`src/rtl/dp_ctrl_pkg.sv`:
```
// Shared types and widths for the dot-product accumulation controller.
package dp_ctrl_pkg;

  localparam int ACC_W  = 32;              // accumulator / result width
  localparam int LEN_W  = 16;              // job length (chunk count) width
  localparam int DATA_W = 8;               // lane operand width
  localparam int PROD_W = 2 * DATA_W + 1;  // unsigned x signed lane product width

  typedef enum logic [1:0] {
    IDLE  = 2'd0,
    ACCUM = 2'd1,
    DONE  = 2'd2
  } state_t;

endpackage

```
`src/rtl/dot_product_parallel.sv`:
```
// Combinational DEPTH-lane dot product: unsigned activations times signed
// weights, summed and sign-extended to the accumulator width.
// Lane l occupies bits [l*DATA_W +: DATA_W] of each operand bus.
module dot_product_parallel
  import dp_ctrl_pkg::*;
#(
  parameter int DEPTH = 4
) (
  input  logic [DEPTH*DATA_W-1:0] i_a,
  input  logic [DEPTH*DATA_W-1:0] i_b,
  output logic signed [ACC_W-1:0] o_dp
);

  logic signed [PROD_W-1:0] w_prod [DEPTH];

  // Per-lane product; operands widened explicitly so the multiply is exact.
  for (genvar gi = 0; gi < DEPTH; gi++) begin : g_lane
    logic signed [PROD_W-1:0] w_a_ext;
    logic signed [PROD_W-1:0] w_b_ext;
    assign w_a_ext = {{(PROD_W-DATA_W){1'b0}}, i_a[gi*DATA_W +: DATA_W]};
    assign w_b_ext = {{(PROD_W-DATA_W){i_b[gi*DATA_W+DATA_W-1]}}, i_b[gi*DATA_W +: DATA_W]};
    assign w_prod[gi] = w_a_ext * w_b_ext;
  end

  // Adder tree (as a loop): sign-extend each lane product and sum.
  always_comb begin
    o_dp = '0;
    for (int i = 0; i < DEPTH; i++) begin
      o_dp = o_dp + {{(ACC_W-PROD_W){w_prod[i][PROD_W-1]}}, w_prod[i]};
    end
  end

endmodule

```
`src/rtl/dp_accum_ctrl.sv`:
```
// Job controller around the parallel dot-product unit: accepts num_chunks
// chunks, accumulates their dot products with wrap-around and a sticky signed
// overflow flag, then presents the result until it is consumed.
module dp_accum_ctrl
  import dp_ctrl_pkg::*;
#(
  parameter int DEPTH = 4
) (
  input  logic                     clk,
  input  logic                     rst,
  input  logic                     clear,
  input  logic                     start,
  input  logic [LEN_W-1:0]         num_chunks,
  output logic                     busy,
  input  logic                     in_valid,
  output logic                     in_ready,
  input  logic [DEPTH*DATA_W-1:0]  in_a,
  input  logic [DEPTH*DATA_W-1:0]  in_b,
  output logic                     out_valid,
  input  logic                     out_ready,
  output logic signed [ACC_W-1:0]  out_res,
  output logic                     out_ovf
);

  state_t                 r_state;
  logic [LEN_W-1:0]       r_len;
  logic [LEN_W-1:0]       r_count;
  logic signed [ACC_W-1:0] r_acc;
  logic                   r_ovf;
  logic                   r_busy;
  logic                   r_in_ready;
  logic                   r_out_valid;
  logic signed [ACC_W-1:0] r_out_res;
  logic                   r_out_ovf;

  logic signed [ACC_W-1:0] w_dp;
  logic signed [ACC_W-1:0] w_sum;
  logic                   w_step_ovf;
  logic                   w_xfer;
  logic                   w_last;

  dot_product_parallel #(.DEPTH(DEPTH)) u_dot (
    .i_a  (in_a),
    .i_b  (in_b),
    .o_dp (w_dp)
  );

  assign w_sum      = r_acc + w_dp;
  // Signed overflow: both addends share a sign that the sum does not.
  assign w_step_ovf = (r_acc[ACC_W-1] == w_dp[ACC_W-1]) && (w_sum[ACC_W-1] != r_acc[ACC_W-1]);
  assign w_xfer     = in_valid && r_in_ready;
  assign w_last     = (r_count == r_len - 16'd1);

  // Controller FSM with registered handshake and result outputs.
  always_ff @(posedge clk or posedge rst) begin
    if (rst) begin
      r_state     <= IDLE;
      r_len       <= '0;
      r_count     <= '0;
      r_acc       <= '0;
      r_ovf       <= 1'b0;
      r_busy      <= 1'b0;
      r_in_ready  <= 1'b0;
      r_out_valid <= 1'b0;
      r_out_res   <= '0;
      r_out_ovf   <= 1'b0;
    end else if (clear) begin
      // Abort beats start and both handshakes.
      r_state     <= IDLE;
      r_len       <= '0;
      r_count     <= '0;
      r_acc       <= '0;
      r_ovf       <= 1'b0;
      r_busy      <= 1'b0;
      r_in_ready  <= 1'b0;
      r_out_valid <= 1'b0;
      r_out_res   <= '0;
      r_out_ovf   <= 1'b0;
    end else begin
      case (r_state)
        IDLE: begin
          if (start) begin
            r_len   <= num_chunks;
            r_acc   <= '0;
            r_count <= '0;
            r_ovf   <= 1'b0;
            r_busy  <= 1'b1;
            if (num_chunks == '0) begin
              // Empty job: result is zero and is offered immediately.
              r_state     <= DONE;
              r_out_valid <= 1'b1;
              r_out_res   <= '0;
              r_out_ovf   <= 1'b0;
            end else begin
              r_state    <= ACCUM;
              r_in_ready <= 1'b1;
            end
          end
        end
        ACCUM: begin
          if (w_xfer) begin
            r_acc   <= w_sum;
            r_count <= r_count + 16'd1;
            r_ovf   <= r_ovf | w_step_ovf;
            if (w_last) begin
              r_state     <= DONE;
              r_in_ready  <= 1'b0;
              r_out_valid <= 1'b1;
              r_out_res   <= w_sum;
              r_out_ovf   <= r_ovf | w_step_ovf;
            end
          end
        end
        DONE: begin
          if (out_ready) begin
            r_state     <= IDLE;
            r_busy      <= 1'b0;
            r_acc       <= '0;
            r_count     <= '0;
            r_ovf       <= 1'b0;
            r_out_valid <= 1'b0;
            r_out_res   <= '0;
            r_out_ovf   <= 1'b0;
          end
        end
        default: begin
          r_state <= IDLE;
        end
      endcase
    end
  end

  assign busy      = r_busy;
  assign in_ready  = r_in_ready;
  assign out_valid = r_out_valid;
  assign out_res   = r_out_res;
  assign out_ovf   = r_out_ovf;

endmodule

```
`config.mk`:
```
export PLATFORM = sky130hd
export DESIGN_NAME = dp_accum_ctrl
export DESIGN_NICKNAME = d
export VERILOG_FILES = /design/src/rtl/dp_ctrl_pkg.sv /design/src/rtl/dot_product_parallel.sv /design/src/rtl/dp_accum_ctrl.sv
export SDC_FILE = /design/constraint.sdc
export NUM_CORES = 1
export LEC_CHECK = 0
export CAP_MARGIN = 10
export CORE_MARGIN = 8
export CORE_UTILIZATION = 60
export CTS_BUF_LIST = sky130_fd_sc_hd__clkbuf_4 sky130_fd_sc_hd__clkbuf_8 sky130_fd_sc_hd__clkbuf_16
export DETAILED_ROUTE_END_ITERATION = 10
export HOLD_SLACK_MARGIN = 0.03
export PLACE_DENSITY_LB_ADDON = 0.08
export SYNTH_ARGS = -nofsm -noshare
export SYNTH_HDL_FRONTEND = slang
export SYNTH_SLANG_ARGS = --single-unit
export TNS_END_PERCENT = 10
```
`constraint.sdc`:
```
create_clock -name clk -period 11.3 [get_ports clk]
set_clock_uncertainty 0.2 [all_clocks]
set_input_delay 2.825 -clock clk [delete_from_list [all_inputs] [get_ports clk]]
set_output_delay 2.825 -clock clk [all_outputs]
set_load 0.05 [all_outputs]
```
# == After elaboration in Yosys (flattened, before gate mapping) ==
# Index checks and enable logic that the tools add are counted.
# word_totals
ff_bits,103
mem_bits_ro,0
mem_count,0
ram_bits,0
latchBits,0
elab_cells,99
input_bits,86
# classes
mul,4
magnitude_cmp,0
eq_ne,11
reduce_logical,15
n_mux,52
bitwise,1
add_sub_neg,6
shifts,0
div_mod_pow,0
# ops
operator,n
$mux W32,9
$pmux W32 S3,2
$mux W16,7
$add A32 B32 Y32,3
$mul A9 B8 Y17,4
$pmux W16 S3,1
$mux W1,21
$add A17 B17 Y18,1
$ne A3 B3 Y1 const B,6
$add A16 B1 Y16 const B,1
$eq A16 B16 Y1,1
$logic_not A16 Y1,1
$sub A16 B1 Y16 const B,1
$mux W2,6
$pmux W1 S3,3
$reduce_and A4 Y1,2
$pmux W2 S3,1
$reduce_and A6 Y1,1
$reduce_bool A3 Y1,2
$reduce_and A5 Y1,1
$pmux W1 S2,2
$reduce_bool A2 Y1,2
$reduce_bool A4 Y1,1
$reduce_and A3 Y1,1
other kinds (8),9

# == Depth between registers and ports, before layout ==
# Gate-level depths: netlist of the first run.
# logic_depth
ltp_word,12
ltp_mapped,42
depth_no_buf,41

# == By module ==
# From an unflattened synthesis of the first run, not the netlist that was laid out.
# hier_totals
cells_unflattened,1821
area_unflattened_um2,16454.5
# by_module_without_submodules
module,seq_area_each_um2,cells_per_inst,instances,area_per_inst_um2
dot_product_parallel,0.0,1083,1,9954.5
dp_accum_ctrl,2577.5,738,1,6500.0

# == Worst setup path before layout of the first run ==
# OpenSTA, ideal clock, no wires.
# synth_timing
path_kind,input to register
start,input port in_b[1]
end,"register r_out_ovf, in the netlist out_ovf"
setup_time_ns,0.131
path_stages,37
arrival_time_ns,11.577
slack_ns,-0.608
path_cell_list,and2_1 > fa_1 > inv_1 > fa_1 > inv_1 > fa_1 > fa_1 > fa_1 > inv_1 > fa_1 > inv_1 > ha_1 > a21boi_0 > o21ai_0 > a211oi_1 > nor3_1 > or3_1 > xnor2_1 > fa_1 > inv_1 > ha_1 > or3_1 > a211o_1 > a31o_2 > and2_1 > o21ai_0 > ha_1 > clkbuf_1 > a21oi_1 > a32oi_1 > inv_1 > a31oi_1 > a41oi_1 > o21ai_0 > a221oi_1 > mux2i_1 > o211ai_1
# synth_between
elab_chain_cells,12
# synth_rtl
item,line_no,rtl
start: declaration,dp_accum_ctrl.sv:18,"input logic [DEPTH*DATA_W-1:0] in_b,"
$mul A9 B8 Y17 (*),dot_product_parallel.sv:22,assign w_prod[gi] = w_a_ext * w_b_ext;
$add A17 B17 Y18 (*),dot_product_parallel.sv:29,"o_dp = o_dp + {{(ACC_W-PROD_W){w_prod[i][PROD_W-1]}}, w_prod[i]};"
$add A32 B32 Y32 (*) (2 in a row),dot_product_parallel.sv:29,
$add A32 B32 Y32,dp_accum_ctrl.sv:48,assign w_sum = r_acc + w_dp;
$ne A1 B1 Y1,dp_accum_ctrl.sv:50,assign w_step_ovf = (r_acc[ACC_W-1] == w_dp[ACC_W-1]) && (w_sum[ACC_W-1] != r_acc[ACC_W-1]);
$logic_and A1 B1 Y1 (*),dp_accum_ctrl.sv:50,
$or A1 B1 Y1 (*),dp_accum_ctrl.sv:110,r_out_ovf <= r_ovf | w_step_ovf;
$mux W1 (*),dp_accum_ctrl.sv:105,if (w_last) begin
$mux W1 (*),dp_accum_ctrl.sv:101,if (w_xfer) begin
$pmux W1 S3 (*),dp_accum_ctrl.sv:80,case (r_state)
$mux W1 (*),dp_accum_ctrl.sv:67,end else if (clear) begin
end signal: assignment,dp_accum_ctrl.sv:110,
end: declaration,dp_accum_ctrl.sv:34,logic r_out_ovf;
# Every way passes the cells marked *; elsewhere a longest branch is shown, timed or not. The select of a mux whose other input is x is not followed.
# A chain may end at the register's enable or synchronous reset.

# == Worst setup path after layout of the first run ==
# layout_timing
start,input port in_a[7]
end,register r_acc[28]
# layout_between
elab_chain_cells,8
# layout_rtl
item,line_no,rtl
start: declaration,dp_accum_ctrl.sv:17,"input logic [DEPTH*DATA_W-1:0] in_a,"
$mul A9 B8 Y17,dot_product_parallel.sv:22,
$add A17 B17 Y18,dot_product_parallel.sv:29,
$add A32 B32 Y32 (2 in a row),dot_product_parallel.sv:29,
$add A32 B32 Y32,dp_accum_ctrl.sv:48,
$mux W32,dp_accum_ctrl.sv:101,
$pmux W32 S3,dp_accum_ctrl.sv:80,
$mux W32,dp_accum_ctrl.sv:67,
end signal: assignment,dp_accum_ctrl.sv:102,r_acc <= w_sum;
end: declaration,dp_accum_ctrl.sv:28,logic signed [ACC_W-1:0] r_acc;
# No other way between the ends. The select of a mux whose other input is x is not followed.

==> results of run 1 <==
-- sequential cells by signal, summed over array words and instances (netlist names) --
register	count
r_state	2
out_ovf	1
r_len	16
out_valid	1
busy	1
in_ready	1
r_acc	32
r_ovf	1
out_res	32
r_count	16
-- tightest hold or removal path, cell delays in order, from the launching register on --
cell and delay (ns):
dfrtp_1 0.35, nand2_1 0.05, nand2_1 0.05
-- cell usage after synthesis, types with 8 or more instances --
| library cell | instances | area [um2] |
|---|---|---|
| and3_1 | 11 | 68.8 |
| o31ai_1 | 17 | 128 |
| nand2_1 | 226 | 848 |
| or3_1 | 11 | 68.8 |
| dfrtp_1 | 103 | 2580 |
| nand2b_1 | 30 | 188 |
| fa_1 | 193 | 3860 |
| nand3_1 | 27 | 135 |
| clkbuf_1 | 22 | 82.6 |
| a22o_1 | 12 | 105 |
| and2_1 | 145 | 907 |
| inv_1 | 312 | 1170 |
| a21oi_1 | 81 | 405 |
| xnor2_1 | 70 | 613 |
| a21o_1 | 27 | 203 |
| nor2b_1 | 14 | 87.6 |
| a211oi_1 | 9 | 67.6 |
| o21a_1 | 10 | 75.1 |
| xor2_1 | 40 | 350 |
| mux2_1 | 18 | 203 |
| nor3_1 | 28 | 140 |
| nor2_1 | 91 | 342 |
| nand4_1 | 12 | 75.1 |
| o21ai_0 | 67 | 335 |
| o21bai_1 | 8 | 60.1 |
| ha_1 | 208 | 2600 |
-- final timing paths --
check,endpoint,slack (ns),cells after the start
max reg2reg,out_res[14],7.38,10
min reg2reg,r_acc[3],0.27,2
max in group asynchronous,r_acc[11],7.01,3
min,r_acc[3],0.27,2
min in group asynchronous,out_valid,2.70,2
max,r_acc[28],-0.49,41
-- logic make-up after synthesis --
group,count (synthesis)
compound gates,282
xor+xnor,110
fa+ha+maj,401
buf+inv,342
flops,103
mux,24
simple gates,621
-- what timing repair did --
action	in CTS	in global routing
setup buffers	13	4
endpoints found under the setup margin	41	42
resized for setup	167	109
pin swaps	50	58
cloned	0	0
-- metal layers --
| layer | vias to the layer above | routed length [um] |
|---|---|---|
| met5 | - | 0 |
| met4 | 0 | 1130 |
| met1 | 7013 | 18300 |
| met3 | 89 | 1610 |
| li1 | 6809 | - |
| met2 | 338 | 21100 |
-- per-stage QoR --
step | worst slack, ns | utilization [%]
floorplan | -0.0749 | -
global placement | -1.22 | 73.8
detailed placement | -1.40 | 73.8
CTS | -0.530 | 76.4
global route | -0.840 | 77.4
finish | -0.487 | 77.4
-- area by class of cell --
cell class | instances | area (um2)
Fill cell | 1887 | 6090
Timing Repair Buffer | 374 | 3090
Clock buffer | 9 | 225
Multi-Input combinational cell | 1438 | 13300
Clock inverter | 7 | 109
Inverter | 312 | 1170
Tap cell | 341 | 427
Sequential cell | 103 | 2580
==> results.md, run 1 <==
- CP Max Fanout: 7
- Startpoint Class: input pin
- Worst-Skew Late Latency: 0.35 ns
- Slowest cell on crit path: fa_1
- Setup CP Type: in -> reg
- Post-Synth Adder-Cell Area: 39.2%
- HP Class: reg -> reg
- Post-layout net count: 2725
- Arr. time, crit path: 11.82 ns
- Failing checks: setup timing
- Via Count: 14200
- Post-Syn Area: 0.0165 mm2
- Max incr delay on CP: 0.55 ns
- Ys async rst share: 100%
- GP Congestion: 0.917
- Clk sink count: 103
- Setup violators final: 21
- Slew HR: 40.8%
- Worst slew pin tran: 0.885 ns
- P&R area growth vs syn: 26.6%
- Status: complete, but fails checks
- Mapped Nets: 2370
- Post-Synth XOR/XNOR Area: 5.85%
- Grt met2 use: 45.2%
- Crit path capture type: register
- Inst Count DP: 2551
- GR Util met3: 3.05%
- Reg2reg start: r_len[0]
- Met1 Use GR: 32.7%
- Port Buf Inserts: 121
- Routed wire length: 42100 um
- WP buf/inv: 10
- Number of synthesized flops with an enable pin: 0
- Num CTS Buffers: 9
- Design Area, Final: 0.0209 mm2
- Row count: 60
- WHS: 0.274 ns
- Synth Area in Simple Gates: 18.7%
- Global-route wire length before repair: 70700 um
- Register area share after synthesis: 15.6%
- Most used routing layer: met2
- Antenna-violating nets left: 0
- Setup_tns: -5.98 ns
- Die area: 0.0330 mm2
- Main combinational cell family by area after synthesis: adder cells
- Final Instance Count excl. Fillers: 2584
- Area after DPL: 0.0199 mm2
- Pin count of the biggest net entering global routing: 60
- Clock Pin Slew Worst Setup and Hold Paths: 0.07 ns
- Top Ports: 122
- Ys Warns: 0
- Hold Startpoint: r_acc[3]
- 1st-pass router iterations: 4
- Post-DR wirelength/cell: 16.3 um
- Vias in the first global route: 15000
- Max-slew violations: 0
- CP dominant cell by count: fa_1
- Unrepaired setup endpoints after global routing: yes
- Critical Path Source: in_a[7]
- Distinct cells, synth: 66
- Initial antenna violation count: 0
- Layout cell share with drive strength beyond 1: 19.4%
- Via-to-Cell Ratio: 5.51
- Avg Inst Size Synth: 8.75 um2
- Post-route DRC: 0
- Synthesized instance count: 1883
- Die width: 182 um
- Global Route Usage Sum: 25.6%
- Number of hold buffers added after CTS: 0
- Synth Area in Compound Gates: 11.0%
- Initial cell density of the core: 61.1%
- Die Ht: 182 um
- Crit path required time: 11.34 ns
- Congestion Overflow GR: 0
- Initial DRC count: 1009
- Final period utilization: 104%
- CP top delay family: adder cells
- Clock root cell: clkbuf_16
- Ant diodes: 0
- Seq cells post-synth: 103
- Hold Violations, Final: 0
- Top FF cell, synth: dfrtp_1
- Commonest non-fill, non-tap cell in the layout: inv_1
- Most frequent cells in the layout: 298 x inv_1, 245 x buf_4, 221 x nand2_1
- CTS max path bufs: 2
- CTS tree: yes
- Core area: 0.0270 mm2
- Final worst path period need: 11.79 ns
- Max frequency: 0.0848 GHz
- HPWL Detailed: 34600 um
- Post-synthesis mux area share: 1.62%
- Worst setup margin: -0.487 ns
- H-Tree Depth: 3
- Max-cap violations: 0
Power of run 1 is not shown: default switching activity piles up to over one toggle a cycle in this logic, so the estimate is an artifact.
==> run 2: changes to the inputs <==
Settings changed: CORE_MARGIN 8 to 1.5, CTS_CLUSTER_SIZE set to 25.
==> results.md, run 2 (synthesis results as in run 1) <==
- Most frequent cells in the layout: 302 x inv_1, 251 x buf_4, 226 x nand2_1
- Crit path capture type: register
- Hold Startpoint: out_res[27]
- Vias in the first global route: 15000
- Post-layout util: 76.2%
- Die width: 169 um
- Num CTS Buffers: 9
- Number of hold buffers added after CTS: 0
- Setup violators final: 21
- Unrepaired setup endpoints after global routing: yes
- CP dominant cell by count: fa_1
- CP Max Fanout: 5
- Clock root cell: clkbuf_16
- HP Class: reg -> reg
- Critical R2R Capture: out_res[22]
- Clock Pin Slew Worst Setup and Hold Paths: 0.07 ns
- 1st-pass router iterations: 5
- CTS max path bufs: 2
- Initial antenna violation count: 0
- Pin count of the biggest net entering global routing: 63
- H-Tree Depth: 3
- Dpl ws: -1.42 ns
- Startpoint Class: input pin
- Status: complete, but fails checks
- Port Buf Inserts: 121
- Worst setup margin: -0.363 ns
- Clk sink count: 103
- Crit path required time: 11.31 ns
- Hold Violations, Final: 0
- Top Ports: 122
- Core area: 0.0270 mm2
- Initial DRC count: 758
- Failing checks: setup timing
- Global-route wire length before repair: 69200 um
- Worst setup path endpoint: r_ovf
- HPWL Detailed: 34000 um
- Setup CP Type: in -> reg
- Slew HR: 30.4%
- CTS tree: yes
- Congestion Overflow GR: 0
- Routed wire length: 40600 um
- Post-DR wirelength/cell: 15.7 um
- Row count: 60
- P&R area growth vs syn: 24.6%
- Initial cell density of the core: 61.1%
- Max incr delay on CP: 0.57 ns
- Critical Path Source: in_b[11]
- Ant diodes: 0
- Final period utilization: 103%
- Via Count: 14200
- Slowest cell on crit path: fa_1
- Area occupied by multi-input gates: 0.0130 mm2
- Worst-Skew Late Latency: 0.35 ns
- FILL cells: 1987
- Reg2reg setup slack: 7.43 ns
- Arr. time, crit path: 11.68 ns
- Layout cell share with drive strength beyond 1: 17.5%
- Antenna-violating nets left: 0
- R2R cell count: 10
- Die Ht: 169 um
- Setup_tns: -4.71 ns
- Commonest non-fill, non-tap cell in the layout: inv_1
- Via-to-Cell Ratio: 5.49
- Register area: 0.00258 mm2
- Post-route DRC: 0
- GP Congestion: 0.933
- Die area: 0.0285 mm2
- Reg2reg start: r_len[0]
- Max frequency: 0.0857 GHz
- Final worst path period need: 11.66 ns
- Post-layout net count: 2721
- Global Route Usage Sum: 29.9%
- Max-slew violations: 0
- Max-cap violations: 0
- Worst slew pin tran: 1.04 ns
run 2: stage by stage:
| step | hold WS (ns) | instances | area (um2) |
|---|---|---|---|
| finish | 0.276 | 2580 | 20500 |
| floorplan | 0.243 | 1883 | 16600 |
| global route | 0.299 | 2580 | 20500 |
| CTS | 0.280 | 2578 | 20400 |
| detailed placement | 0.265 | 2555 | 19900 |
| global placement | 0.260 | 2555 | 19900 |
run 2: worst max-delay path: cells and delay by family:
family          cells  cell delay (ns)
fa+ha+maj          10             4.38
simple gates        4             0.93
xor+xnor            2             0.30
buf+inv             8             0.63
compound gates     13             2.37
mux                 1             0.23
run 2: layer usage:
layer	global-route usage [%]	routed length, um
met5	0	0
met4	7.57	842
met3	2.99	1440
met2	53.6	20500
met1	38.7	17800
run 2: timing repair:
action	in CTS	in global routing
gates resized for setup	166	40
buffers inserted	7	2
setup endpoints to repair	42	42
pin swaps	52	25
run 2: cell type report:
| class | instances | share of cell area (%) |
|---|---|---|
| tap | 341 | 2.08 |
| clock inverter | 7 | 0.347 |
| timing repair buffer | 370 | 14.7 |
| multi-input combinational | 1438 | 63.5 |
| clock buffer | 9 | 1.10 |
| inverter | 312 | 5.72 |
| sequential | 103 | 12.6 |
run 2: how the worst min path moves through the flow:
stage,endpoint,slack [ns],depth (start not counted)
after global placement,r_acc[4],0.26,2
final,out_res[27],0.28,1
after detailed placement,r_acc[6],0.27,2
after floorplan,r_acc[18],0.24,2
after CTS,r_acc[6],0.28,2
after global routing,r_acc[15],0.30,2
Power of run 2 is left out for the same reason.
==> variant 1 (config.mk and constraints of run 2) <==
Re-encode `state_t` (3 states) as one-hot, 3 bits wide.
--- a/src/rtl/dp_ctrl_pkg.sv
+++ b/src/rtl/dp_ctrl_pkg.sv
@@ -6,10 +6,10 @@
   localparam int DATA_W = 8;               // lane operand width
   localparam int PROD_W = 2 * DATA_W + 1;  // unsigned x signed lane product width
 
-  typedef enum logic [1:0] {
-    IDLE  = 2'd0,
-    ACCUM = 2'd1,
-    DONE  = 2'd2
+  typedef enum logic [2:0] {
+    IDLE  = 3'b001,
+    ACCUM = 3'b010,
+    DONE  = 3'b100
   } state_t;
 
 endpackage
Behaviour: same outputs for any inputs over 4 cycles, from zero or initial values and one cycle with rst high; so few cycles prove little.
==> variant 1 against run 2 <==
The flow still finishes with violations (setup timing); worst hold slack improved by 0.0052 ns; sequential share of layout area fell by 0.25 points; global-route usage fell by 0.48 points; wire length rose by 2.5%; worst setup slack got worse by 0.11 ns; critical path type unchanged; critical path depth did not move; final area rose by 3.1%; sequential cell count rose by 1; synthesized cell count rose by 0.74%; final cell count rose by 0.78%; synthesized area rose by 0.64%.
Power is not shown: default switching activity piles up to over one toggle a cycle in this logic, so the estimate is an artifact.
==> variant 1: results <==
INSERT INTO impl_metrics (metric_group, metric, value, unit) VALUES
('sta', 'worst_pin_slew', '1.105', 'ns'),
('placement', 'dpl-instance-area', '20010', 'um2'),
('min_path', 'hold_path_startpoint', 'out_res[22]', ''),
('synthesis', 'post_synth_net_total', '2384', ''),
('global_route', 'grt_start_max_net_pins', '68', ''),
('synthesis', 'ys_top_cells_by_count', 'inv_1, nand2_1, ha_1', ''),
('sta', 'layout_setup_ws', '-0.4767', 'ns'),
('drt', 'drt_wl_total', '41600', 'um'),
('global_route', 'first_global_vias', '14650', ''),
('synthesis', 'synth-seq-area-share', '0.1570', ''),
('synthesis', 'synth.distinct_cells', '70', ''),
('drt', 'vias', '14360', ''),
('final_layout', 'finish.net_count', '2741', ''),
('worst_setup_path', 'arrival', '11.75', 'ns'),
('synthesis', 'post_synth_main_area_contributors', 'fa_1, ha_1, dfrtp_1, inv_1, and2_1', ''),
('placement', 'dpl_worst_slack', '-1.334', 'ns'),
('global_route', 'grt_first_pass_wirelength', '68610', 'um'),
('final_layout', 'drive_gt1_frac', '0.2120', ''),
('worst_setup_path', 'reg2reg_from', 'r_len[2]', ''),
('drt', 'drt_iter0_drc', '716', ''),
('sta', 'final-setup-viol-count', '23', ''),
('outcome', 'violations', 'setup timing', ''),
('worst_setup_path', 'crit_slowest_cell', 'fa_2', ''),
('outcome', 'run_status', 'complete, but fails checks', ''),
('placement', 'gp_congestion', '0.9309', ''),
('placement', 'place.detailed.hpwl', '33470', 'um'),
('global_route', 'grt_usage', '0.2941', '');
[variant 1: cell types whose count changed after synthesis, sizes merged, moves of 8 or more]
cell   delta
mux2     -11
nand2    +14
o21ai     -9
o31ai    +13
o41ai     +9
xnor2     -8
[variant 1: worst reg2reg max path: stages (launching register included)]
cell      delay (ns)
dfrtp_1         0.43
or4_1           0.69
or4_1           0.49
o211ai_1        0.19
o211ai_1        0.13
or4_1           0.47
o21a_1          0.24
nor2_1          0.81
mux2_2          0.42
[variant 1: final timing paths]
kind / slack (ns) / endpoint / cells past startpoint
setup / recovery: -0.48 / out_ovf / 38
max in group asynchronous: 7.04 / r_acc[14] / 3
hold reg to reg: 0.28 / out_res[22] / 2
min in group asynchronous: 2.64 / r_count[5] / 2
setup reg to reg: 7.10 / out_res[13] / 8
hold / removal: 0.28 / out_res[22] / 2
[variant 1: what timing repair did]
| item | CTS | global route |
|---|---|---|
| setup endpoints to repair | 38 | 34 |
| hold buffers | 0 | 0 |
| hold endpoints to repair | 0 | 0 |
| resized for setup | 204 | 73 |
| setup buffers | 15 | 10 |
| cloned | 0 | 0 |
| pin swaps | 71 | 61 |
[variant 1: logic make-up after synthesis]
family / synth area share
AND/OR/NAND/NOR: 0.1862
adder cells (fa/ha/maj): 0.3899
buffers and inverters: 0.08021
AO/OA/AOI/OAI: 0.1223
XOR/XNOR: 0.05689
flip-flops: 0.1570
multiplexers: 0.007395
[variant 1: metrics by stage]
stage / std cells / hold WS (ns) / TNS [ns]
floorplan: 1897 / 0.2524 / -0.2347
CTS: 2590 / 0.2801 / -1.244
detailed placement: 2560 / 0.2628 / -35.20
global route: 2600 / 0.3114 / -12.17
global placement: 2560 / 0.2603 / -26.56
finish: 2600 / 0.2809 / -4.464
[variant 1: final cells by class]
cell class                      instances  area (um2)  share of cell area
Clock buffer                           12       260.3             0.01230
Sequential cell                       104        2604              0.1230
Clock inverter                          4       52.55            0.002483
Multi-Input combinational cell       1447       13500              0.6379
Tap cell                              341       426.7             0.02016
Timing Repair Buffer                  383        3157              0.1492
Inverter                              309        1162             0.05493
[variant 1: per-layer routing]
| layer | GRT usage | vias up | routed length (um) |
|---|---|---|---|
| met5 | 0 | - | 0 |
| met4 | 0.07695 | 0 | 1051 |
| met3 | 0.02659 | 77 | 1431 |
| met2 | 0.5250 | 328 | 21110 |
| met1 | 0.3843 | 7064 | 18010 |
| li1 | - | 6886 | - |
==> variant 2 (flow settings as in run 2) <==
Without the edit above. `DEPTH` is set to 4 in 2 places; all go to 8.
--- a/src/rtl/dot_product_parallel.sv
+++ b/src/rtl/dot_product_parallel.sv
@@ -4,7 +4,7 @@
 module dot_product_parallel
   import dp_ctrl_pkg::*;
 #(
-  parameter int DEPTH = 4
+  parameter int DEPTH = 8
 ) (
   input  logic [DEPTH*DATA_W-1:0] i_a,
   input  logic [DEPTH*DATA_W-1:0] i_b,
--- a/src/rtl/dp_accum_ctrl.sv
+++ b/src/rtl/dp_accum_ctrl.sv
@@ -4,7 +4,7 @@
 module dp_accum_ctrl
   import dp_ctrl_pkg::*;
 #(
-  parameter int DEPTH = 4
+  parameter int DEPTH = 8
 ) (
   input  logic                     clk,
   input  logic                     rst,
Ports: changed (resized in_a and in_b); port bits go from 122 to 186. The function was not compared with the original's and may differ.
==> variant 2 against run 2 <==
Synthesized cell count up 61%; global-route usage up 1.7 points; synthesized area up 63%; maximum frequency down 10%; via count up 62%; critical endpoint is now out_res[28]; final area up 67%; die area up 61%; critical path type unchanged; wire length up 71%; sequential cell count unchanged; the run still ends with setup timing left; worst setup slack worse by 1.3 ns.
Power is left out: the tool's default activity adds up to more than one toggle a clock period on the data nets, which glitch-free logic cannot reach.
==> variant 2: results <==
INSERT INTO impl_metrics (metric_group, metric, value, unit) VALUES
('synthesis', 'synth_compound_area_frac', '0.09349', ''),
('drt', 'route.detailed.wl_per_inst', '16.19', 'um'),
('worst_setup_path', 'arrival', '13.01', 'ns'),
('worst_setup_path', 'crit_start', 'in_a[0]', ''),
('global_route', 'first_global_vias', '25130', ''),
('sta', 'final-setup-viol-count', '48', ''),
('sta', 'worst_hold_slack', '0.2777', 'ns'),
('drt', 'wl_met3', '2854', 'um'),
('global_route', 'grt_usage', '0.3156', ''),
('synthesis', 'synth_mux_area_frac', '0.002101', ''),
('final_layout', 'drive_gt1_frac', '0.1939', ''),
('synthesis', 'post_synth_net_total', '3978', ''),
('drt', 'vias_per_cell', '5.345', ''),
('synthesis', 'yosys.area_share.adder', '0.4896', ''),
('synthesis', 'synth.distinct_cells', '65', ''),
('outcome', 'violations', 'setup timing', ''),
('worst_setup_path', 'crit_path_max_fanout', '4', ''),
('worst_setup_path', 'reg2reg_slack', '7.30', 'ns'),
('sta', 'layout_setup_ws', '-1.657', 'ns'),
('worst_setup_path', 'timing.critical_path.to', 'out_res[28]', ''),
('synthesis', 'ys_top_cells_by_count', 'inv_1, fa_1, ha_1', ''),
('drt', 'met2_wirelength', '35880', 'um'),
('global_route', 'grt_first_pass_wirelength', '119700', 'um'),
('outcome', 'run_status', 'complete, but fails checks', ''),
('drt', 'route.layer.met1.wl', '29100', 'um'),
('placement', 'gp_congestion', '0.9214', ''),
('sta', 'worst_pin_slew', '0.9408', 'ns');
==> variant 2: cells by family after synthesis <==
family	Yosys count
and+or+nand+nor	920
adders and majority gates	800
buffers and inverters	666
AOI/OAI and AO/OA	372
xor gates and xnor gates	162
DFF	103
muxes	5
==> variant 2: metal layers <==
| layer | track usage | vias to the layer above |
|---|---|---|
| met4 | 0.08592 | 0 |
| met2 | 0.5754 | 551 |
| met1 | 0.4010 | 11360 |
| li1 | - | 10920 |
| met3 | 0.02738 | 123 |
| met5 | 0 | - |
==> variant 2: worst min-delay path by stage <==
stage / start / cells after the start / to
after floorplan: r_acc[13] / 2 / r_acc[13]
after global placement: r_acc[3] / 2 / r_acc[3]
after detailed placement: r_acc[13] / 2 / r_acc[13]
after CTS: r_acc[13] / 2 / r_acc[13]
after global routing: r_acc[13] / 2 / r_acc[13]
final: r_acc[13] / 2 / r_acc[13]
==> variant 2: layout make-up <==
type,count,area [um2]
Clock buffer,10,232.7
Multi-Input combinational cell,2259,22660
Fill cell,3218,9879
Clock inverter,6,63.81
Timing Repair Buffer,693,5602
Sequential cell,103,2577
Inverter,631,2371
Tap cell,592,740.7
==> variant 2: repair_timing <==
| action | in CTS | in global routing |
|---|---|---|
| buffers inserted | 15 | 8 |
| pin swaps | 97 | 64 |
| gates resized for setup | 232 | 75 |
| endpoints found under the setup margin | 52 | 52 |
==> variant 2: critical path, delay by kind of cell <==
kind,cells,cell delay [ns]
compound gates,16,2.55
xor+xnor,3,0.44
fa+ha+maj,13,5.96
buf+inv,7,0.79
simple gates,4,0.45
